File: src/rtl/lstm_act_pkg.sv
// Shared types and Q9.7 constants for the LSTM activation sequencers.
package lstm_act_pkg;

    // Sequencer phases: SETUP presents an element, CAPTURE stores its result.
    typedef enum logic [1:0] {
        IDLE    = 2'd0,
        SETUP   = 2'd1,
        CAPTURE = 2'd2,
        FIN     = 2'd3
    } seq_state_t;

    // Q9.7 fixed point: 1.0 and 0.0
    localparam logic [15:0] Q7_ONE  = 16'h0080;
    localparam logic [15:0] Q7_ZERO = 16'h0000;

endpackage

File: src/rtl/act_seq_buf.sv
// DEPTH x XLEN register buffer, one write port and one read port.
// REG_RD=1 gives a registered read (1-cycle latency, read register cleared
// on reset); REG_RD=0 gives a combinational read. Storage is never reset.
module act_seq_buf #(
    parameter int  DEPTH  = 16,
    parameter int  XLEN   = 16,
    parameter bit  REG_RD = 1'b1,
    localparam int AW     = $clog2(DEPTH)
) (
    input  logic            clk_i,
    input  logic            rst_ni,
    input  logic            we_i,
    input  logic [AW-1:0]   waddr_i,
    input  logic [XLEN-1:0] wdata_i,
    input  logic [AW-1:0]   raddr_i,
    output logic [XLEN-1:0] rdata_o
);

    logic [XLEN-1:0] mem_q [DEPTH];

    // Write port; contents survive reset so partial results stay readable.
    always_ff @(posedge clk_i) begin
        if (we_i) mem_q[waddr_i] <= wdata_i;
    end

    generate
        if (REG_RD) begin : g_reg_rd
            logic [XLEN-1:0] rdata_q;
            // Registered read: a same-edge write is not visible until the next read.
            always_ff @(posedge clk_i or negedge rst_ni) begin
                if (!rst_ni) rdata_q <= '0;
                else         rdata_q <= mem_q[raddr_i];
            end
            assign rdata_o = rdata_q;
        end else begin : g_async_rd
            logic unused_rst;
            assign unused_rst = rst_ni;
            assign rdata_o    = mem_q[raddr_i];
        end
    endgenerate

endmodule

File: src/rtl/sigmoid_sequencer.sv
// Sigmoid sequencer: streams a buffered vector of Q9.7 pre-activations into
// the sigmoid unit, two cycles per element, and buffers the results.
// Optional feature: define SIGMOID_CLAMP_EN to clamp captured results to
// [0.0, 1.0] and expose a saturating clamp counter on clamp_cnt.
module sigmoid_sequencer
    import lstm_act_pkg::*;
#(
    parameter int  DEPTH = 16,
    parameter int  XLEN  = 16,
    localparam int AW    = $clog2(DEPTH)
) (
    input  logic            clock,
    input  logic            reset_n,
    input  logic            wr_en,
    input  logic [AW-1:0]   wr_addr,
    input  logic [XLEN-1:0] wr_data,
    input  logic            start,
    input  logic [AW:0]     len,
    output logic            busy,
    output logic            done,
    output logic [XLEN-1:0] sig_pkt_out,
    input  logic [XLEN-1:0] sig_pkt_in,
    input  logic [AW-1:0]   rd_addr,
    output logic [XLEN-1:0] rd_data
`ifdef SIGMOID_CLAMP_EN
    ,
    output logic [7:0]      clamp_cnt
`endif
);

    seq_state_t      state_q, state_d;
    logic [AW-1:0]   idx_q, idx_d;
    logic [AW:0]     len_q, len_d;
    logic [AW:0]     len_clamped;
    logic            last_elem;
    logic            pkt_en;
    logic            cap_we;
    logic            start_acc;
    logic [XLEN-1:0] in_rdata;
    logic [XLEN-1:0] cap_data;

    assign len_clamped = (len > (AW+1)'(DEPTH)) ? (AW+1)'(DEPTH) : len;
    assign last_elem   = ({1'b0, idx_q} == (len_q - (AW+1)'(1)));

    // State, element index and latched length.
    always_ff @(posedge clock or negedge reset_n) begin
        if (!reset_n) begin
            state_q <= IDLE;
            idx_q   <= '0;
            len_q   <= '0;
        end else begin
            state_q <= state_d;
            idx_q   <= idx_d;
            len_q   <= len_d;
        end
    end

    // Next state and Moore outputs; the element is held over SETUP+CAPTURE
    // because the sigmoid registers its coefficients on the SETUP edge.
    always_comb begin
        state_d   = state_q;
        idx_d     = idx_q;
        len_d     = len_q;
        busy      = 1'b0;
        done      = 1'b0;
        pkt_en    = 1'b0;
        cap_we    = 1'b0;
        start_acc = 1'b0;
        case (state_q)
            IDLE: begin
                if (start) begin
                    start_acc = 1'b1;
                    if (len != '0) begin
                        state_d = SETUP;
                        idx_d   = '0;
                        len_d   = len_clamped;
                    end else begin
                        state_d = FIN;
                    end
                end
            end
            SETUP: begin
                busy    = 1'b1;
                pkt_en  = 1'b1;
                state_d = CAPTURE;
            end
            CAPTURE: begin
                busy   = 1'b1;
                pkt_en = 1'b1;
                cap_we = 1'b1;
                if (last_elem) begin
                    state_d = FIN;
                end else begin
                    idx_d   = idx_q + 1'b1;
                    state_d = SETUP;
                end
            end
            FIN: begin
                done    = 1'b1;
                state_d = IDLE;
            end
            default: state_d = IDLE;
        endcase
    end

    assign sig_pkt_out = pkt_en ? in_rdata : '0;

    // Pre-activations; writes are locked out while a pass is streaming.
    act_seq_buf #(.DEPTH(DEPTH), .XLEN(XLEN), .REG_RD(1'b0)) u_in_buf (
        .clk_i   (clock),
        .rst_ni  (reset_n),
        .we_i    (wr_en & ~busy),
        .waddr_i (wr_addr),
        .wdata_i (wr_data),
        .raddr_i (idx_q),
        .rdata_o (in_rdata)
    );

    // Sigmoid results, read back through the registered port.
    act_seq_buf #(.DEPTH(DEPTH), .XLEN(XLEN), .REG_RD(1'b1)) u_res_buf (
        .clk_i   (clock),
        .rst_ni  (reset_n),
        .we_i    (cap_we),
        .waddr_i (idx_q),
        .wdata_i (cap_data),
        .raddr_i (rd_addr),
        .rdata_o (rd_data)
    );

`ifdef SIGMOID_CLAMP_EN
    localparam logic [XLEN-1:0] ONE_X  = XLEN'(Q7_ONE);
    localparam logic [XLEN-1:0] ZERO_X = XLEN'(Q7_ZERO);

    logic       cap_neg, cap_over;
    logic [7:0] clamp_cnt_q, clamp_cnt_d;

    assign cap_neg  = sig_pkt_in[XLEN-1];
    assign cap_over = !cap_neg && (sig_pkt_in > ONE_X);

    // Negative results pin to 0.0, results above 1.0 pin to 1.0.
    always_comb begin
        cap_data = sig_pkt_in;
        if (cap_neg)       cap_data = ZERO_X;
        else if (cap_over) cap_data = ONE_X;
    end

    // Clamp events per pass; restarts on every accepted start, sticks at 255.
    always_comb begin
        clamp_cnt_d = clamp_cnt_q;
        if (start_acc)
            clamp_cnt_d = '0;
        else if (cap_we && (cap_neg || cap_over) && (clamp_cnt_q != 8'hFF))
            clamp_cnt_d = clamp_cnt_q + 8'd1;
    end

    // Clamp counter register.
    always_ff @(posedge clock or negedge reset_n) begin
        if (!reset_n) clamp_cnt_q <= '0;
        else          clamp_cnt_q <= clamp_cnt_d;
    end

    assign clamp_cnt = clamp_cnt_q;
`else
    assign cap_data = sig_pkt_in;
`endif

endmodule

File: config.mk
export PLATFORM = sky130hd
export DESIGN_NAME = sigmoid_sequencer
export DESIGN_NICKNAME = d
export VERILOG_FILES = /design/src/rtl/lstm_act_pkg.sv /design/src/rtl/act_seq_buf.sv /design/src/rtl/sigmoid_sequencer.sv
export SDC_FILE = /design/constraint.sdc
export NUM_CORES = 1
export LEC_CHECK = 0
export BUFFER_PORTS_ARGS = -buffer_cell sky130_fd_sc_hd__buf_2
export CORE_UTILIZATION = 55
export CTS_CLUSTER_DIAMETER = 30
export DETAILED_ROUTE_END_ITERATION = 8
export GPL_ROUTABILITY_DRIVEN = 0
export PLACE_DENSITY_LB_ADDON = 0.2
export SLEW_MARGIN = 10
export SYNTH_ARGS = -nofsm -noshare
export SYNTH_HDL_FRONTEND = slang
export SYNTH_SLANG_ARGS = --single-unit
File: constraint.sdc
create_clock -name clock -period 5.8 [get_ports clock]
set_input_delay 0.29 -clock clock [delete_from_list [all_inputs] [get_ports clock]]
set_output_delay 0.29 -clock clock [all_outputs]
set_load 0.01 [all_outputs]
# == Yosys cells after proc, flatten, opt, wreduce, memory -nomap -nowiden ==
# Memory sizes are Yosys's and may differ from the RTL's. A register that Yosys moved wholly into a read port is not among the register bits.
# Cells that the tools add are included.
# totals
register_bits,11
ram_bits,512
in_bits,49
output_inout_bits,34
word_cells,41
mem_count,2
# classes
addsub,2
order_cmp,1
n_eq_ne,7
mux,17
bitwise_logic,2
reduce_logical,7
# mem_list
memory,depth,word_bits,read_ports,rd_clocked_by_memory_dff,wr,line_no,rtl
u_in_buf.mem_q,16,16,1,0,1,act_seq_buf.sv:19,logic [XLEN-1:0] mem_q [DEPTH];
u_res_buf.mem_q,16,16,1,1,1,act_seq_buf.sv:19,
# ops
cell,n
$mux 16,1
$mux 4,3
$pmux 2 s4,1
$pmux 4 s2,1
$mux 1,7
$mux 2,3
$ne 2x2->1 const B,3
$eq 4x5->1,1
$gt 5x5->1 const B,1
$mux 5,1
$reduce_bool 5->1,1
$sub 5x1->5 const B,1
$add 4x1->4 const B,1
$eq 2x2->1 const B,2
$reduce_and 4->1,1
$reduce_and 3->1,1
$eq 2x1->1 const B,1
$logic_not 2->1,1
$reduce_bool 2->1,1
$reduce_or 2->1,1
$and 1x1->1,1
$logic_not 1->1,1
$not 1->1,1

# == Longest topological paths before layout ==
# Gate-level depths: netlist of run 1.
# depth
depth_word,7
depth_mapped,8
mapped_depth_nobuf,7

# == Hierarchy ==
# From an unflattened synthesis of run 1, not the netlist that was laid out.
# unflattened
cells_unflattened,941
area_unflattened_um2,20684.8
# modules_own_cells
mod,instances,cells_each,area_each_um2,seq_area_each_um2
act_seq_buf (u_res_buf),1,432,10122.2,8087.8
act_seq_buf (u_in_buf),1,416,9723.1,7687.4
sigmoid_sequencer,1,93,839.6,275.3

# == Least setup slack after synthesis of run 1 ==
# No wires, ideal clock.
# synth_path
kind,reg2reg
from,register state_q[0]
to,"memory u_in_buf.mem_q[2][0], enable pin"
setup_ns,0.409
arrival_time_ns,2.634
path_slack_ns,2.757
stages_incl_launch_ff,6
n_path_buf,0
path_cell_list,dfrtp_1 inv_1 ha_1 nand2b_1 or3b_2 nor3_1
# synth_between
elab_chain_cells,7
elab_cells_between_ends,8
# synth_lines
element,line_no,rtl
from (decl),sigmoid_sequencer.sv:31,"seq_state_t state_q, state_d;"
from (signal assigned),sigmoid_sequencer.sv:52,state_q <= state_d;
$eq 2x2->1 or $eq 2x1->1 (tied branches),sigmoid_sequencer.sv:69,case (state_q)
$reduce_or 2->1 (no source line) *,--,
$mux 1 *,sigmoid_sequencer.sv:69,
net busy,sigmoid_sequencer.sv:19,"output logic busy,"
$not 1->1 *,sigmoid_sequencer.sv:112,".we_i (wr_en & ~busy),"
$and 1x1->1 *,sigmoid_sequencer.sv:112,
$mux 1 *,act_seq_buf.sv:23,if (we_i) mem_q[waddr_i] <= wdata_i;
$mux 1 (not written as such) *,act_seq_buf.sv:23,
to (decl),act_seq_buf.sv:19,
# Mark *: on every way through the listed nets, which the timed path passes. The rest lies on a longest branch.

# == Worst setup path after layout of run 1 ==
# layout_path
from,register idx_q[0]
to,output port sig_pkt_out[14]
# layout_between
elab_chain_cells,2
# layout_lines
element,line_no,rtl
from (decl),sigmoid_sequencer.sv:32,"logic [AW-1:0] idx_q, idx_d;"
from (signal assigned),sigmoid_sequencer.sv:53,idx_q <= idx_d;
$mem_v2 16x16,--,
$mux 16,sigmoid_sequencer.sv:106,assign sig_pkt_out = pkt_en ? in_rdata : '0;
to (decl),sigmoid_sequencer.sv:21,"output logic [XLEN-1:0] sig_pkt_out,"
# Every way passes these cells.

==> summary.md, run 1 <==
| Metric | Value |
|---|---|
| Pins over their slew limit | `0` |
| CP max FO | `47` |
| Post-Syn Area per Cell | `23.6 um2` |
| Core ar. | `36800 um2` |
| WL final | `43200 um` |
| Type of origin of the critical path | `register` |
| Mapped Area | `20700 um2` |
| Sequential area share after synthesis | `77.5%` |
| Yosys cell types | `40` |
| Tcrit/Tclk final | `68.1%` |
| Floorplan row count | `70` |
| CP Capture Type | `primary output` |
| Worst Max-Slew Pin Slew | `1210 ps` |
| Synth Warn # | `0` |
| CTS tree | `yes` |
| IO Port Bufs | `82` |
| Number of diodes | `0` |
| Clock Skew | `around 18 ps` |
| FF+latch count, synth | `539` |
| H-tree Lvls | `3` |
| ANT nets after route | `0` |
| Fin Setup TNS | `0 ps` |
| Initial drt markers | `789` |
| Share of layout cells above drive strength 1 | `39.5%` |
| Die height | `196 um` |
| Run status | `finished, final reports clean` |
| Yosys top cell area share | `74.3%` |
| Endpoints failing hold | `0` |
| Post_cts resized | `0` |
| CTS sink cnt | `between 500 and 600` |
| Hold/Removal Path Class | `in -> reg` |
| Vias/cell | `6.04` |
| Wire per inst | `27.1 um` |
| Die ar. | `between 30000 and 40000 um2` |
| Synth top area cells | `edfxtp_1 74%, mux4_2 17%, dfrtp_1 3.3%` |
| Initial DRT Pass Iterations | `5` |
| Post-CTS setup repair buffer count | `0` |
| Max-cap viol count | `0` |
| Min Hold Slack | `57.3 ps` |
| CP Data Required Time | `roughly 5500 ps` |
| Synthesized Nets | `935` |
| Max_slew headroom | `19.1%` |
| Non-filler cells, final | `1596` |
| Post-DP HPWL | `22600 um` |
| WP data arrival | `3660 ps` |
| RSZ-0062 raised after global routing | `false` |
| Area grow syn2layout | `21.7%` |
| Vias in the first global route | `10398` |
| All-Layer GR Usage | `roughly a quarter` |
| DR DRC count | `0` |
| Num CTS Buffers | `97` |
| Gr ovfl total | `0` |
| Cell count after synthesis | `just under 900` |
| Critical path class | `reg -> out` |
| First-pass GRT wire length | `approximately 64000 um` |
| LEAKAGE | `8.53 nW` |
| Top cell type by total area after synthesis | `edfxtp_1` |
| Final setup viols | `0` |
| Post-synth EDFFs | `512` |
| CTS Root Cell | `clkbuf_16` |
| Post-route minimum period | `approximately 3900 ps` |
| Antenna violations before repair | `2` |
| Via count | `9642` |
| Ys flop type | `edfxtp_1` |
| FMAX | `0.253 GHz` |
| Die width | `196 um` |
| Placed insts | `1407` |
| Final #Nets | `between 1000 and 1500` |
| Worst-Skew Late Latency | `610 ps` |
| I/O Pins | `83` |
| Post-synth ARST share | `between 5 and 6%` |
| Clk buf depth | `3` |
| Power density cells | `407 nW/um2` |
| Cts hold-fix bufs | `7` |
| Worst vdd ir | `358 uV` |
| Starting density of the core | `56.3%` |
| Largest net degree at the start of global routing | `52` |
| Clock transition at path regs | `about 50 ps` |
-- cell type report --
| cell class | instances | area, um2 |
|---|---|---|
| timing repair buffer | 110 | 641 |
| fill | 2253 | 11600 |
| clock inverter | 67 | 812 |
| sequential | 539 | 16100 |
| inverter | 6 | 22.5 |
| clock buffer | 115 | 2590 |
| tap | 468 | 586 |
| multi-input combinational | 291 | 4490 |
-- layer usage --
layer	up-vias	track usage [%]	wire length, um
li1	4114	-	-
met1	5106	30.3	17100
met2	348	40.0	22800
met3	70	5.16	2470
met4	4	8.04	810
met5	-	0	26
-- kinds of logic after synthesis --
group	after synthesis	share of synthesized area, %
AOI/OAI and AO/OA	21	0.629
xor gates and xnor gates	5	0.212
adders and majority gates	8	0.483
buffers and inverters	48	1.11
DFF	539	77.5
muxes	161	17.5
and+or+nand+nor	96	2.58
-- power by group --
part           switching, mW  internal (mW)
registers            0.00429           4.28
logic                  0.113         0.0798
clock network           1.87           3.91
total                   1.99           8.26
-- flip-flops by register name (all words and copies together), names as in the netlist --
register / flops
u_res_buf.mem_q: 256
idx_q: 4
u_res_buf.rdata_o: 16
state_q: 2
len_q: 5
u_in_buf.mem_q: 256
-- critical path, stage by stage (launching register included) --
cell and delay (ps):
dfrtp_4 1030, buf_4 540, mux4_2 560, mux4_2 530
and2_1 200, buf_2 150
-- cells in the mapped netlist (2+ instances only) --
cell      instances
edfxtp_1        512
mux4_2          160
dfrtp_1          27
and2_1           21
nor2_1           19
clkbuf_1         18
buf_2            15
and3_1           11
nand2_1          11
ha_1              8
nand2b_1          8
o21ai_0           7
inv_1             6
nor3_1            6
nand3_1           5
a21oi_1           4
buf_1             4
buf_6             4
nor2b_1           3
xnor2_1           3
a31o_1            2
nand3b_1          2
nand4b_1          2
nor4b_1           2
or4_1             2
xor2_1            2
-- layout by cell type (no fill, tap or decap), drive strengths merged, types with 2 or more instances in the layout --
master and n:
or4 2, inv 17, buf 103, nand3 5
and2 21, a31o 2, a21oi 4, nand2 11
nor2b 3, ha 8, and3 11, nor3 6
dlygate4sd3 7, dfrtp 27, xnor2 3, nand3b 2
clkbuf 115, clkinvlp 10, nor2 19, nand2b 8
edfxtp 512, clkinv 30, nand4b 2, bufinv 16
mux4 160, nor4b 2, o21ai 8, xor2 2
-- path summary, 6_finish.rpt --
path                                            from                          endpoint  slack [ps]  depth (start not counted)
worst max-delay path            idx_q[0]$_DFFE_PN0P_                   sig_pkt_out[14]        1850                          5
worst min-delay path                  sig_pkt_in[11]  u_res_buf.mem_q[6][11]$_DFFE_PP_          60                          1
worst max register to register  idx_q[1]$_DFFE_PN0P_  u_res_buf.mem_q[15][1]$_DFFE_PP_        2700                          3
worst min register to register  len_q[1]$_DFFE_PN0P_              len_q[1]$_DFFE_PN0P_         520                          2
max in group asynchronous                    reset_n              idx_q[0]$_DFFE_PN0P_        4910                          2
min in group asynchronous                    reset_n   u_res_buf.rdata_o[14]$_DFF_PN0_         310                          2
-- metrics by stage --
| stage | util (%) | setup slack, ps | total power, mW | instance area, um2 |
|---|---|---|---|---|
| 3_3_place_gp | 59.0 | 2430 | 4.54 | 21700 |
| 3_5_place_dp | 59.0 | 2400 | 4.55 | 21700 |
| 4_1_cts | 68.5 | 1750 | 10.3 | 25200 |
| 6_report | 68.5 | 1850 | 10.3 | 25200 |
| 5_1_grt | 68.5 | 1590 | 10.5 | 25200 |
| 2_1_floorplan | - | 2760 | 4.45 | 20700 |
(Power assumes the default switching activity.)
==> run 2, diff against run 1 <==
==> constraint.sdc (replaced) <==
create_clock -name clock -period 3.4 [get_ports clock]
set_input_delay 0.17 -clock clock [delete_from_list [all_inputs] [get_ports clock]]
set_output_delay 0.17 -clock clock [all_outputs]
set_load 0.01 [all_outputs]
==> run 2 against run 1 <==
Net effect: worst setup slack got worse by 1600 ps; combinational power grew 93%; highest routed layer is now met4; final cell count rose by 3.6%.
==> summary.md, run 2 (synthesized netlist as in run 1, its figures left out) <==
| Metric | Value |
|---|---|
| Antenna violations before repair | `1` |
| Power density cells | `666 nW/um2` |
| Post-DP HPWL | `~23000 um` |
| Via count | `9800` |
| Critical path class | `reg -> out` |
| Tcrit/Tclk final | `92.2%` |
| Critical R2R Launch | `state_q[1]$_DFFE_PN0N_` |
| Post-route minimum period | `3130 ps` |
| R2r setup slk | `just under 700 ps` |
| Worst vdd ir | `495 uV` |
| Die height | `196 um` |
| Vias in the first global route | `10618` |
| Most common cell on crit path | `mux4_2` |
| CP Data Required Time | `roughly 3200 ps` |
| Max_slew headroom | `24.9%` |
| I/O Pins | `between 80 and 90` |
| FF-to-FF End | `u_in_buf.mem_q[14][7]$_DFFE_PP_` |
| CP Capture Type | `primary output` |
| Vias/cell | `just under 6` |
| IO Port Bufs | `between 80 and 90` |
| WP data arrival | `2960 ps` |
| Endpoints failing hold | `0` |
| Gr ovfl total | `0` |
| Die ar. | `38400 um2` |
| Share of layout cells above drive strength 1 | `between 40% and 50%` |
| Hold path start | `wr_addr[3]` |
| Core ar. | `36800 um2` |
| Most common cell after layout, fill and taps aside | `edfxtp_1` |
| Clk buf depth | `3` |
| CP bufs+invs | `2` |
| Type of origin of the critical path | `register` |
| Non-filler cells, final | `1654` |
| Overall power | `between 15 and 20 mW` |
| Worst path slowest cell | `mux4_2` |
| ANT nets after route | `0` |
| Min Hold Slack | `roughly 23 ps` |
| Initial DRT Pass Iterations | `4` |
| Post-route setup slack | `267 ps` |
| Crit-path cells | `buf_4, mux4_2, mux4_2, and2_1, buf_2` |
| Placed insts | `1433` |
| Initial drt markers | `658` |
| Fin Setup TNS | `0 ps` |
| Biggest cell delay along the critical path | `approximately 600 ps` |
| Final #Nets | `1162` |
| Max-cap viol count | `0` |
| Run status | `finished, final reports clean` |
| Starting density of the core | `56.3%` |
| CTS Root Cell | `clkbuf_16` |
| FMAX | `0.319 GHz` |
| Post_cts resized | `0` |
| H-tree Lvls | `3` |
| Largest net degree at the start of global routing | `65` |
| Clock Skew | `27.8 ps` |
| First-pass GRT wire length | `65400 um` |
| Wire per inst | `26.3 um` |
| LEAKAGE | `8.75 nW` |
| WL final | `43500 um` |
| Die width | `196 um` |
| CTS sink cnt | `approximately 540` |
| Hold Path End | `u_in_buf.mem_q[3][4]$_DFFE_PP_` |
| R2R depth | `6` |
| CP top delay family | `multiplexers` |
| CTS tree | `yes` |
| Most frequent cells in the layout | `512 x edfxtp_1, 160 x mux4_2, 94 x clkbuf_16, 81 x buf_2, 45 x dlygate4sd3_1` |
| Final setup viols | `0` |
| Area grow syn2layout | `24.1%` |
| DR DRC count | `0` |
| Pins over their slew limit | `0` |
| Hold path cells | `2` |
| Worst Max-Slew Pin Slew | `1130 ps` |
| Worst-Skew Late Latency | `620 ps` |
| CP max FO | `24` |
| Pre-CTS WS | `754 ps` |
| Hold/Removal Path Class | `in -> reg` |
| Num CTS Buffers | `93` |
| Floorplan row count | `70` |
| All-Layer GR Usage | `between 20% and 30%` |
| Clock transition at path regs | `50 ps` |
| RSZ-0062 raised after global routing | `false` |
-- run 2: changes by cell type in the layout (fill, tap and decap cells not counted), moves of 5 or more --
cell / change
clkinvlp_4: +8
clkbuf_1: -8
clkbuf_16: -7
dlygate4sd3_1: +38
bufinv_16: -5
buf_4: +22
-- run 2: power breakdown --
group | switching [mW] | internal [mW] | leakage, nW
Sequential | 0.00679 | 7.29 | 4.95
Combinational | 0.204 | 0.168 | 2.25
Clock | 3.38 | 6.06 | 1.55
Total | 3.59 | 13.5 | 8.75
-- run 2: layout make-up --
type                            instances  area, um2
Fill cell                            2225      11100
Tap cell                              468        586
Sequential cell                       539      16100
Multi-Input combinational cell        291       4480
Clock buffer                          102       2410
Inverter                                6       22.5
Clock inverter                         73        868
Timing Repair Buffer                  174       1270
Antenna cell                            1       2.50
-- run 2: repair_timing --
item | 4_1_cts | 5_1_grt
hold buffers | 45 | 0
buffers inserted | 0 | 0
endpoints found under the hold margin | 548 | 0
-- run 2: per-layer routing --
layer,GRT usage [%],up-vias,wire (um)
li1,-,4219,-
met5,0,-,0
met1,30.2,5194,17000
met2,41.3,320,23300
met4,7.15,0,764
met3,4.78,67,2440
-- run 2: worst max path at each step --
stage	from	to	slack, ps	cells after the start
CTS	idx_q[0]$_DFFE_PN0P_	sig_pkt_out[2]	170	5
finish	idx_q[0]$_DFFE_PN0P_	sig_pkt_out[7]	270	5
global placement	state_q[0]$_DFFE_PN0N_	u_in_buf.mem_q[14][0]$_DFFE_PP_	830	6
detailed placement	state_q[0]$_DFFE_PN0N_	u_in_buf.mem_q[14][0]$_DFFE_PP_	750	6
floorplan	state_q[0]$_DFFE_PN0N_	u_in_buf.mem_q[2][0]$_DFFE_PP_	360	5
global route	idx_q[0]$_DFFE_PN0P_	sig_pkt_out[6]	130	5
-- run 2: metrics by stage --
step	utilization, %	area [um2]
2_1_floorplan	-	20700
4_1_cts	69.9	25700
5_1_grt	69.9	25700
6_report	69.9	25700
3_5_place_dp	59.7	22000
3_3_place_gp	59.7	22000
-- run 2: worst reg2reg max path, delay by kind of cell (launching register included) --
kind | cells | cell delay (ps)
fa+ha+maj | 1 | 410
buf+inv | 2 | 410
flops | 1 | 410
simple gates | 3 | 1180
==> run 3, diff against run 2 <==
==> constraint.sdc (replaced) <==
create_clock -name clock -period 3.4 [get_ports clock]
set_input_delay 0.34 -clock clock [delete_from_list [all_inputs] [get_ports clock]]
set_output_delay 0.34 -clock clock [all_outputs]
set_load 0.01 [all_outputs]
==> run 3 against run 2 <==
Net effect: clock skew shrank 14 ps; first-iteration DRC count grew 13%; sequential power is essentially flat; global-route usage grew 0.14 points; via count grew 0.16%; clock power is essentially flat; cell area shrank 1.1%; routed wire length grew 0.49%; non-clock buffer count shrank 33; combinational power shrank 10%; critical endpoint is now sig_pkt_out[10].
==> summary.md, run 3 (synthesized netlist as in run 1, its figures left out) <==
| Metric | Value |
|---|---|
| Worst vdd ir | `519 uV` |
| CTS Root Cell | `clkbuf_16` |
| Hold/Removal Path Class | `in -> reg` |
| Final Cell Area | `about 25000 um2` |
| Largest net degree at the start of global routing | `35` |
| ANT nets after route | `0` |
| Pre-CTS WS | `between 600 and 700 ps` |
| R2r setup slk | `approximately 700 ps` |
| Post-DP HPWL | `24500 um` |
| Clock Skew | `13.9 ps` |
| Vias in the first global route | `10576` |
| Post-route minimum period | `3200 ps` |
| Die height | `196 um` |
| Final setup viols | `0` |
| Post-route setup slack | `204 ps` |
| Final #Nets | `around 1100` |
| Via count | `9816` |
| Endpoints failing hold | `0` |
| Post_cts resized | `0` |
| CP max FO | `15` |
| All-Layer GR Usage | `between 20% and 30%` |
| Min Hold Slack | `28.0 ps` |
| Antenna violations before repair | `2` |
| Wire per inst | `26.8 um` |
| Starting density of the core | `56.3%` |
| Initial drt markers | `746` |
| Run status | `finished, final reports clean` |
| Tcrit/Tclk final | `a little over nine tenths` |
| H-tree Lvls | `3` |
| RSZ-0062 raised after global routing | `false` |
| Placed insts | `1440` |
| CP Data Required Time | `between 3000 and 4000 ps` |
| DR DRC count | `0` |
| Clock transition at path regs | `50 ps` |
| Worst Max-Slew Pin Slew | `981 ps` |
| WL final | `43700 um` |
| Placed inst area | `22100 um2` |
| Fin Setup TNS | `0 ps` |
| Critical path class | `reg -> out` |
| Area grow syn2layout | `22.8%` |
| Power density cells | `673 nW/um2` |
| Most common cell after layout, fill and taps aside | `edfxtp_1` |
| CTS sink cnt | `539` |
| Share of layout cells above drive strength 1 | `41.3%` |
| Die width | `approximately 200 um` |
| Register Area | `~16000 um2` |
| CP Capture Type | `primary output` |
| I/O Pins | `83` |
| Die ar. | `38400 um2` |
| Initial DRT Pass Iterations | `5` |
| Num CTS Buffers | `97` |
| LEAKAGE | `8.67 nW` |
| Max_slew headroom | `34.6%` |
| Core ar. | `36800 um2` |
| Multi-input gate area | `~4500 um2` |
| Pins over their slew limit | `0` |
| Floorplan row count | `70` |
| Type of origin of the critical path | `register` |
| Worst-Skew Late Latency | `620 ps` |
| Non-filler cells, final | `1630` |
| Vias/cell | `about 6.0` |
| First-pass GRT wire length | `65400 um` |
| Most frequent cells in the layout | `512 x edfxtp_1, 160 x mux4_2, 99 x clkbuf_16, 81 x buf_2, 46 x buf_4` |
| Fillcell total | `2271` |
| WP data arrival | `around 2900 ps` |
| FMAX | `approximately 0.31 GHz` |
| Max-cap viol count | `0` |
| CTS tree | `yes` |
| Gr ovfl total | `0` |
| IO Port Bufs | `just over 80` |
| Overall power | `17.1 mW` |
| Clk buf depth | `3` |
| Final core utilization | `around 69%` |
## run 3: area by class of cell
cell class / instances / share of cell area, %
flip-flops and latches: 539 / 63.2
multi-input cells: 291 / 17.6
clock buffers: 110 / 9.91
repair buffers: 141 / 3.88
clock inverters: 74 / 3.01
well taps: 468 / 2.30
inverters: 6 / 0.0886
diodes: 1 / 0.00984
## run 3: path summary, 6_finish.rpt
path	from	end	depth (start not counted)
setup / recovery	idx_q[0]$_DFFE_PN0P_	sig_pkt_out[10]	5
hold / removal	start	state_q[1]$_DFFE_PN0N_	3
setup reg to reg	state_q[0]$_DFFE_PN0N_	u_in_buf.mem_q[4][11]$_DFFE_PP_	6
hold reg to reg	len_q[1]$_DFFE_PN0P_	len_q[1]$_DFFE_PN0P_	2
max in group asynchronous	reset_n	idx_q[0]$_DFFE_PN0P_	2
min in group asynchronous	reset_n	u_res_buf.rdata_o[2]$_DFF_PN0_	2
## run 3: power by group
group	switching [mW]	total, mW	internal, mW
combinational	0.195	0.334	0.139
clock	3.33	9.47	6.15
sequential	0.00706	7.30	7.30
total	3.53	17.1	13.6
## run 3: worst max-delay path, cell delays in order, from the launching register on
cell     delay [ps]
dfrtp_4         650
buf_4           280
mux4_2          520
mux4_2          480
and2_1          170
buf_2           130
## run 3: what timing repair did
action,4_1_cts,5_1_grt
setup endpoints to repair,1,0
hold endpoints to repair,30,0
hold buffers,4,0
setup buffers,1,0
## run 3: layer usage
metal / track usage, % / part of all wire (%) / vias to the layer above
met5: 0 / 0.050 / -
met4: 7.52 / 2.0 / 4
met3: 5.28 / 5.0 / 82
met2: 41.3 / 53 / 328
met1: 30.1 / 40 / 5232
li1: - / - / 4170
